===== src/rtl/sprite_pixel_arbiter.sv =====
// Per-pixel layer arbiter and sprite-ROM address sequencer.
// Sprite positions are sampled once per frame; the colour leaves two pixel strobes after its coordinate.
module sprite_pixel_arbiter #(
  parameter int unsigned SPR      = 32,
  parameter logic [11:0] WALL_RGB = 12'hFFF,
  parameter logic [11:0] BEAN_RGB = 12'hFF0
) (
  input  logic        clk,
  input  logic        rst,
  input  logic        pix_en,
  input  logic        frame_start,
  input  logic        de,
  input  logic [8:0]  row_addr,
  input  logic [9:0]  col_addr,
  input  logic        over,
  input  logic        is_wall,
  input  logic        is_bean,
  input  logic [9:0]  pac_x,
  input  logic [8:0]  pac_y,
  input  logic [1:0]  pac_dir,
  input  logic [9:0]  g1_x,
  input  logic [9:0]  g2_x,
  input  logic [9:0]  g3_x,
  input  logic [9:0]  g4_x,
  input  logic [8:0]  g1_y,
  input  logic [8:0]  g2_y,
  input  logic [8:0]  g3_y,
  input  logic [8:0]  g4_y,
  output logic [9:0]  ghost_addr,
  input  logic [11:0] ghost_rgb,
  output logic [9:0]  pac_addr,
  input  logic [11:0] pac_rgb,
  output logic [11:0] pix_rgb,
  output logic        pix_valid,
  output logic        collide
);

  localparam int unsigned SW  = $clog2(SPR);
  localparam int unsigned AW  = 10;
  localparam int unsigned XW  = 10;
  localparam int unsigned YW  = 9;
  localparam int unsigned XEW = XW + 1;
  localparam int unsigned YEW = YW + 1;
  localparam int unsigned NG  = 4;
  localparam int unsigned GSW = 3;
  localparam int unsigned CW  = 12;

  // Inclusive-exclusive box test; end coordinates one bit wider so they never wrap.
  function automatic logic hit_f(input logic [YW-1:0] row, input logic [XW-1:0] col,
                                 input logic [XW-1:0] x, input logic [YW-1:0] y);
    logic [YEW-1:0] y_end;
    logic [XEW-1:0] x_end;
    y_end = {1'b0, y} + YEW'(SPR);
    x_end = {1'b0, x} + XEW'(SPR);
    return (row >= y) && ({1'b0, row} < y_end) && (col >= x) && ({1'b0, col} < x_end);
  endfunction

  // SPR is a power of two, so hi*SPR+lo is a plain concatenation.
  function automatic logic [AW-1:0] rom_addr(input logic [SW-1:0] hi, input logic [SW-1:0] lo);
    return AW'({hi, lo});
  endfunction

  logic            fs;
  logic [XW-1:0]   gx_in [NG];
  logic [YW-1:0]   gy_in [NG];
  logic [XW-1:0]   gx_q  [NG];
  logic [YW-1:0]   gy_q  [NG];
  logic [XW-1:0]   gx_e  [NG];
  logic [YW-1:0]   gy_e  [NG];
  logic [XW-1:0]   px_q, px_e;
  logic [YW-1:0]   py_q, py_e;
  logic [1:0]      pdir_q, pdir_e;

  logic            over_q, wall_q, bean_q, de_q;
  logic [GSW-1:0]  gsel_q, gsel_d;
  logic [AW-1:0]   ghost_addr_q, ghost_addr_d;
  logic            pac_hit_q, pac_hit_d;
  logic [AW-1:0]   pac_addr_q, pac_addr_d;
  logic [SW-1:0]   pdx, pdy;

  logic [CW-1:0]   pix_rgb_q, pix_rgb_d;
  logic            pix_valid_q;
  logic            collide_q, collide_acc_q, coll_s1;

  assign fs = pix_en & frame_start;

  // Gather ghost coordinate ports into arrays.
  always_comb begin
    gx_in[0] = g1_x;  gy_in[0] = g1_y;
    gx_in[1] = g2_x;  gy_in[1] = g2_y;
    gx_in[2] = g3_x;  gy_in[2] = g3_y;
    gx_in[3] = g4_x;  gy_in[3] = g4_y;
  end

  // Shadow positions: sampled once per frame, parked off-screen by reset.
  always_ff @(posedge clk) begin
    if (rst) begin
      for (int i = 0; i < int'(NG); i++) begin
        gx_q[i] <= '1;
        gy_q[i] <= '1;
      end
      px_q   <= '1;
      py_q   <= '1;
      pdir_q <= '0;
    end else if (fs) begin
      for (int i = 0; i < int'(NG); i++) begin
        gx_q[i] <= gx_in[i];
        gy_q[i] <= gy_in[i];
      end
      px_q   <= pac_x;
      py_q   <= pac_y;
      pdir_q <= pac_dir;
    end
  end

  // The frame_start pixel belongs to the new frame, so it sees the incoming positions.
  always_comb begin
    for (int i = 0; i < int'(NG); i++) begin
      gx_e[i] = fs ? gx_in[i] : gx_q[i];
      gy_e[i] = fs ? gy_in[i] : gy_q[i];
    end
    px_e   = fs ? pac_x   : px_q;
    py_e   = fs ? pac_y   : py_q;
    pdir_e = fs ? pac_dir : pdir_q;
  end

  // Ghost select (lowest index wins) and ghost ROM address; address holds on a miss.
  always_comb begin
    gsel_d       = '0;
    ghost_addr_d = ghost_addr_q;
    for (int i = int'(NG) - 1; i >= 0; i--) begin
      if (hit_f(row_addr, col_addr, gx_e[i], gy_e[i])) begin
        gsel_d       = GSW'(i + 1);
        ghost_addr_d = rom_addr(SW'(row_addr - gy_e[i]), SW'(col_addr - gx_e[i]));
      end
    end
  end

  // Pac hit and direction-dependent ROM address (transpose / mirror of the stored sprite).
  always_comb begin
    pac_hit_d  = hit_f(row_addr, col_addr, px_e, py_e);
    pdx        = SW'(col_addr - px_e);
    pdy        = SW'(row_addr - py_e);
    pac_addr_d = pac_addr_q;
    if (pac_hit_d) begin
      case (pdir_e)
        2'b00: pac_addr_d = rom_addr(pdx, pdy);
        2'b01: pac_addr_d = rom_addr(pdx, ~pdy);
        2'b10: pac_addr_d = rom_addr(pdy, pdx);
        2'b11: pac_addr_d = rom_addr(pdy, ~pdx);
      endcase
    end
  end

  // Stage 1: pixel attributes and ROM addresses.
  always_ff @(posedge clk) begin
    if (rst) begin
      over_q       <= 1'b0;
      wall_q       <= 1'b0;
      bean_q       <= 1'b0;
      de_q         <= 1'b0;
      gsel_q       <= '0;
      ghost_addr_q <= '0;
      pac_hit_q    <= 1'b0;
      pac_addr_q   <= '0;
    end else if (pix_en) begin
      over_q       <= over;
      wall_q       <= is_wall;
      bean_q       <= is_bean;
      de_q         <= de;
      gsel_q       <= gsel_d;
      ghost_addr_q <= ghost_addr_d;
      pac_hit_q    <= pac_hit_d;
      pac_addr_q   <= pac_addr_d;
    end
  end

  // Layer priority; ghost colour 0 is transparent.
  always_comb begin
    pix_rgb_d = '0;
    if (!de_q || over_q)                      pix_rgb_d = '0;
    else if (wall_q)                          pix_rgb_d = WALL_RGB;
    else if (gsel_q != '0 && ghost_rgb != '0) pix_rgb_d = ghost_rgb;
    else if (bean_q)                          pix_rgb_d = BEAN_RGB;
    else if (pac_hit_q)                       pix_rgb_d = pac_rgb;
  end

  // Stage 2: output colour and valid.
  always_ff @(posedge clk) begin
    if (rst) begin
      pix_rgb_q   <= '0;
      pix_valid_q <= 1'b0;
    end else if (pix_en) begin
      pix_rgb_q   <= pix_rgb_d;
      pix_valid_q <= de_q;
    end
  end

  assign coll_s1 = pac_hit_q & (gsel_q != '0) & ~over_q;

  // Per-frame overlap accumulator; the closing frame's result is published at frame_start.
  always_ff @(posedge clk) begin
    if (rst) begin
      collide_acc_q <= 1'b0;
      collide_q     <= 1'b0;
    end else if (pix_en) begin
      if (frame_start) begin
        collide_q     <= collide_acc_q | coll_s1;
        collide_acc_q <= 1'b0;
      end else begin
        collide_acc_q <= collide_acc_q | coll_s1;
      end
    end
  end

  assign ghost_addr = ghost_addr_q;
  assign pac_addr   = pac_addr_q;
  assign pix_rgb    = pix_rgb_q;
  assign pix_valid  = pix_valid_q;
  assign collide    = collide_q;

endmodule


===== config.mk =====
export PLATFORM = sky130hd
export DESIGN_NAME = sprite_pixel_arbiter
export DESIGN_NICKNAME = d
export VERILOG_FILES = /design/src/rtl/sprite_pixel_arbiter.sv
export SDC_FILE = /design/constraint.sdc
export NUM_CORES = 1
export LEC_CHECK = 0
export ABC_AREA = 1
export CAP_MARGIN = 40
export CORE_MARGIN = 2
export CORE_UTILIZATION = 45
export DETAILED_ROUTE_END_ITERATION = 10
export PLACE_DENSITY = 0.68
export SLEW_MARGIN = 20
export SYNTH_ARGS = -nofsm -noshare
export SYNTH_HDL_FRONTEND = slang
export SYNTH_SLANG_ARGS = --single-unit
export TNS_END_PERCENT = 20

===== constraint.sdc =====
create_clock -name clk -period 6.13 [get_ports clk]
set_input_delay 1.226 -clock clk [delete_from_list [all_inputs] [get_ports clk]]
set_output_delay 1.226 -clock clk [all_outputs]
set_load 0.005 [all_outputs]

==> impl_results.md, run 1 <==
* Sw power at 1140 µW
* Synth Register Bits at 140
* DR WL/cell at 15.8 µm
* Final #Nets at 2043
* Post-synthesis cell count at 1558
* Fin crit share at 89.1%
* Die area at 26800 µm²
* Peak VDD IR at 0.000167 V
* Skew final at 0.0132 ns
* Worst stage delay on the critical path at 0.57 ns
* CP required at 6.46 ns
* Non-filler cells in the finished layout at 2077
* Register area share after synthesis at 31.1%
* Synth warnings at 0
* WL met2 at 16.3 mm
* Slew @ Worst Pin at 0.696 ns
* Critical Path AT at 5.79 ns
* Post-place setup slack at 0.251 ns
* First-pass GRT wire length at 51.5 mm
* Fin. max-slew vios at 0
* Crit-path most repeated cell: nand2_1
* Largest net degree at the start of global routing at 59
* First DRT Iteration DRCs at 673
* Total negative setup slack at 0 ns
* Yosys cell types at 55
* Starting Density at 45.7%
* Sw frac at 35.3%
* MaxCap Viol Count at 0
* CTS sink cnt at 140
* Final wirelength at 32.8 mm
* Vias at 10800
* Clk root buf: clkbuf_16
* Gr ovfl total at 0
* Total CTS buffers at 17
* Worst Path Class, Setup: in2reg
* All-Layer GR Usage at 24.4%
* Routability cong. at 0.917
* Syn Nets at 1867
* Relative slew slack at 53.4%
* Area grow syn2layout at 24.5%
* CP max stage cell: clkdlybuf4s50_1
* Top Metal Used: met4
* Die height at 164 µm
* Clk Latency, worst-skew pair at 0.44 ns
* I/O pin total at 182
* Crit Path Max Fanout at 12
* Row Count at 58
* Pwr Density at 227 nW/µm²
* Diode count at 0
* Final min period at 5.46 ns
* Crit. End Element: flip-flop
* RSZ-0062 raised after global routing: false
* Vias in the first global route at 10400
* # hold bufs at CTS at 0
* Fillers at 2406
* DRC violations left at 0
* DP HPWL at 25.6 mm
* Final Hold Viols at 0
* Final Total Pwr at 3240 µW
* Status: completed
* Layout cells sized above 1 at 5.78%
* Final setup viols at 0
* Sequential Power Share at 33.4%
* Clock power share at 32.0%
* Max Clk Rate at 183 MHz
* Logic pwr share at 34.6%
* Via/cell ratio at 5.21
* Setup WS post-layout at 0.670 ns
* CTS tree: yes
* Syn_area_per_cell at 7.36 µm²
* Core Region at 25100 µm²
* Hold WC Path Type: reg2reg
* Leakage dissipation at 0.00652 µW
* Mapped Area at 11500 µm²
* Worst-path clk slew at 0.06 ns
* Startpoint types: primary input
* Placed Cells at 2044
* Int Pwr at 2100 µW
* M1 WL at 14.6 mm
* IO Port Bufs at 181
* Clk buf depth at 2
* Antenna Nets Post-Route at 0
* Chip Width at 164 µm
* CTS H-Tree Depth at 4
* WL met3 at 1.27 mm
* Antenna violations before repair at 0
* DRT Pass-1 Iters at 7
* CTS resizes at 0
* Setup bufs post-CTS at 0
layer usage:
layer | track usage, % | vias up
met5 | 0 | -
met3 | 3.40 | 37
met2 | 43.5 | 271
met1 | 30.6 | 4988
li1 | - | 5520
met4 | 7.18 | 0
final cells by class:
class / count / area [µm²] / area share [%]
Inverter: 201 / 759 / 5.32
Tap cell: 330 / 413 / 2.89
Clock inverter: 13 / 120 / 0.842
Multi-Input combinational cell: 1167 / 6910 / 48.4
Sequential cell: 140 / 3560 / 25.0
Timing Repair Buffer: 207 / 2040 / 14.3
Clock buffer: 19 / 464 / 3.25
final timing paths:
check / cells past startpoint / slack, ns / end / start
worst max-delay path: 32 / 0.67 / ghost_addr[4]$_SDFFE_PP0P_ / pix_en
worst min-delay path: 2 / 0.46 / gsel_q[1]$_SDFFE_PP0P_ / gsel_q[1]$_SDFFE_PP0P_
worst max register to register: 29 / 1.99 / ghost_addr[4]$_SDFFE_PP0P_ / gx_q[1][6]$_SDFFCE_PN1P_
worst min register to register: 2 / 0.46 / gsel_q[1]$_SDFFE_PP0P_ / gsel_q[1]$_SDFFE_PP0P_
state kept, by name, indices dropped and copies added (netlist names), 2 cells and up:
name,count
gsel_q,3
px_q,10
py_q,9
pix_rgb,12
pac_addr,10
gx_q,40
gy_q,36
pdir_q,2
ghost_addr,10
kinds of logic (layout without fill, tap and decap cells):
group	Yosys count	after routing	share of synthesized area [%]
buf+inv	251	440	8.78
simple gates	693	693	25.7
mux	10	10	0.906
fa+ha+maj	161	161	17.8
compound gates	262	262	12.5
flops	140	140	31.1
xor+xnor	41	41	3.13
worst max-delay path: cells and delay by family:
kind	cells	cell delay, ns
fa+ha+maj	4	1.09
buf+inv	9	1.47
simple gates	15	1.37
compound gates	3	0.40
xor+xnor	1	0.21
cell usage after synthesis (all sizes together):
cell	n	share of area, %
nand2	396	13
inv	199	6.6
ha	157	17
nor2	154	5.4
a21oi	111	4.8
o21ai	108	4.7
edfxtp	76	20
nand3	72	3.3
dfxtp	64	11
clkbuf	30	0.98
nand4	28	1.7
xor2	27	2.1
buf	20	1.2
or2	19	1.0
xnor2	14	1.1
nor3	12	0.52
mux2i	10	0.91
nor4	7	0.38
o21a	7	0.46
a211oi	5	0.33
a21o	5	0.33
o21bai	5	0.33
fa	4	0.70
o221ai	4	0.31
a41oi	3	0.23
o211ai	3	0.20
a21boi	2	0.13
and2	2	0.11
clkinv	2	0.066
o2111ai	2	0.15
or3	2	0.11
a221oi	1	0.076
a31oi	1	0.055
nand3b	1	0.066
o22ai	1	0.055
o311ai	1	0.076
o31a	1	0.076
o31ai	1	0.066
o32ai	1	0.076
power by group through the flow:
stage / combinational [µW] / sequential [µW] / clock, µW
after floorplan: 734 / 1100 / 0
after global placement: 1080 / 1100 / 0
after detailed placement: 1110 / 1100 / 0
after CTS: 1120 / 1080 / 1050
after global routing: 1260 / 1090 / 1090
final: 1120 / 1080 / 1040
cells in the final DEF, fill, tap and decap left out, drive strengths merged, types with 2 or more instances in the layout:
master | netlist | layout
a211oi | 5 | 5
a21boi | 2 | 2
a21o | 5 | 5
a21oi | 111 | 111
a41oi | 3 | 3
and2 | 2 | 2
buf | 20 | 26
clkbuf | 30 | 19
clkdlybuf4s50 | 0 | 181
clkinv | 2 | 5
dfxtp | 64 | 64
edfxtp | 76 | 76
fa | 4 | 4
ha | 157 | 157
inv | 199 | 208
mux2i | 10 | 10
nand2 | 396 | 396
nand3 | 72 | 72
nand4 | 28 | 28
nor2 | 154 | 154
nor3 | 12 | 12
nor4 | 7 | 7
o2111ai | 2 | 2
o211ai | 3 | 3
o21a | 7 | 7
o21ai | 108 | 108
o21bai | 5 | 5
o221ai | 4 | 4
or2 | 19 | 19
or3 | 2 | 2
xnor2 | 14 | 14
xor2 | 27 | 27
per-stage QoR:
stage | util, % | hold slack (ns) | area, µm²
2_1_floorplan | - | 0.440 | 11500
3_3_place_gp | 54.4 | 0.450 | 13600
3_5_place_dp | 54.5 | 0.454 | 13700
4_1_cts | 56.8 | 0.465 | 14300
5_1_grt | 56.8 | 0.477 | 14300
6_report | 56.8 | 0.461 | 14300
No activity file was read; power rests on OpenSTA's default activity.
==> run 2, diff against run 1 <==
==> constraint.sdc (replaced) <==
create_clock -name clk -period 6.8 [get_ports clk]
set_input_delay 1.36 -clock clk [delete_from_list [all_inputs] [get_ports clk]]
set_output_delay 1.36 -clock clk [all_outputs]
set_load 0.005 [all_outputs]
==> impl_results.md, run 2 (synthesis results as in run 1) <==
* Peak VDD IR at 0.000132 V
* Max Clk Rate at 167 MHz
* Crit. End Element: flip-flop
* Status: completed
* Chip Width at 164 µm
* Final Hold Viols at 0
* CTS sink cnt at 140
* DRT Pass-1 Iters at 5
* Relative slew slack at 47.1%
* Diode count at 0
* Commonest non-fill, non-tap cell in the layout: nand2_1
* CP required at 7.14 ns
* Register name with the most flops: gx_q
* Die height at 164 µm
* First-pass GRT wire length at 51.9 mm
* Skew final at 0.00749 ns
* Worst Path Class, Setup: in2reg
* Fin. max-slew vios at 0
* Worst stage delay on the critical path at 0.56 ns
* Fillers at 2434
* Pwr Density at 207 nW/µm²
* Clk root buf: clkbuf_16
* Vias at 10900
* Worst-path clk slew at 0.07 ns
* Row Count at 58
* CTS resizes at 0
* Total negative setup slack at 0 ns
* CTS H-Tree Depth at 4
* Crit Path Max Fanout at 41
* Path depth of the worst reg2reg path at 29
* MaxCap Viol Count at 0
* Clk buf depth at 2
* Core Region at 25100 µm²
* Antenna violations before repair at 0
* Final #Nets at 2032
* DR WL/cell at 16.0 µm
* Starting Density at 45.7%
* Final min period at 5.98 ns
* Area grow syn2layout at 23.9%
* Leakage dissipation at 0.00647 µW
* Routability cong. at 0.913
* Startpoint types: primary input
* CTS tree: yes
* Setup WS post-layout at 0.819 ns
* WHS Path Cells at 2
* DRC violations left at 0
* Gr ovfl total at 0
* Slew @ Worst Pin at 0.792 ns
* CP max stage cell: clkdlybuf4s50_1
* DP HPWL at 25.4 mm
* Max reg flops at 40
* I/O pin total at 182
* Clk Latency, worst-skew pair at 0.43 ns
* Critical Path AT at 6.32 ns
* Final setup viols at 0
* Vias in the first global route at 10600
* Layout cells sized above 1 at 5.18%
* Crit-path most repeated cell: nand2_1
* Post-place setup slack at 0.409 ns
* # hold bufs at CTS at 0
* Total CTS buffers at 17
* Final wirelength at 33.1 mm
* Hold WC Path Type: reg2reg
* Die area at 26800 µm²
* Via/cell ratio at 5.26
* Antenna Nets Post-Route at 0
* Largest net degree at the start of global routing at 59
* Commonest cells after routing, fill and taps aside: nand2_1 (391), inv_1 (194), clkdlybuf4s50_1 (181)
* First DRT Iteration DRCs at 699
* All-Layer GR Usage at 24.7%
* IO Port Bufs at 181
* RSZ-0062 raised after global routing: false
* Setup bufs post-CTS at 0
* Fin crit share at 88.0%
==> run 2: report_power, final <==
part           internal [µW]  switching (µW)
logic                    416             589
clock network            511             443
registers                954            21.8
total                   1880            1050
==> run 2: through the flow <==
stage / util, % / total power (µW) / cells / hold slack [ns] / area, µm²
after floorplan: - / 1650 / 1558 / 0.440 / 11500
after global placement: 54.1 / 1960 / 2033 / 0.450 / 13600
after detailed placement: 54.2 / 1990 / 2034 / 0.453 / 13600
after CTS: 56.6 / 2950 / 2066 / 0.463 / 14200
after global routing: 56.6 / 3110 / 2066 / 0.473 / 14200
final: 56.6 / 2930 / 2066 / 0.463 / 14200
==> run 2: per-layer routing <==
layer / routed length, µm / track usage, % / vias to the layer above / share of wire, %
met5: 0 / 0 / - / 0
met4: 618 / 6.86 / 0 / 1.9
met3: 1620 / 3.68 / 50 / 4.9
met2: 16700 / 45.1 / 296 / 50
met1: 14200 / 30.0 / 5029 / 43
li1: - / - / 5490 / -
==> run 2: area by class of cell <==
class / count / area, µm² / area share, %
clock inverter: 14 / 139 / 0.978
inverter: 201 / 759 / 5.35
sequential: 140 / 3560 / 25.1
multi-input combinational: 1167 / 6910 / 48.6
timing repair buffer: 196 / 1970 / 13.9
clock buffer: 18 / 450 / 3.17
tap: 330 / 413 / 2.91
==> run 2: final timing paths <==
path / startpoint / to / slack (ns)
worst max-delay path: frame_start / ghost_addr[9]$_SDFFE_PP0P_ / 0.82
worst min-delay path: pac_addr[0]$_SDFFE_PP0P_ / pac_addr[0]$_SDFFE_PP0P_ / 0.46
worst max register to register: gx_q[1][6]$_SDFFCE_PN1P_ / ghost_addr[9]$_SDFFE_PP0P_ / 2.34
worst min register to register: pac_addr[0]$_SDFFE_PP0P_ / pac_addr[0]$_SDFFE_PP0P_ / 0.46
==> run 2: critical path: cells and delay by family <==
kind                     cells  cell delay, ns
buffers and inverters        8            1.49
AND/OR/NAND/NOR             15            1.28
adder cells (fa/ha/maj)      4            1.22
AO/OA/AOI/OAI                5            0.78
XOR/XNOR                     1            0.17
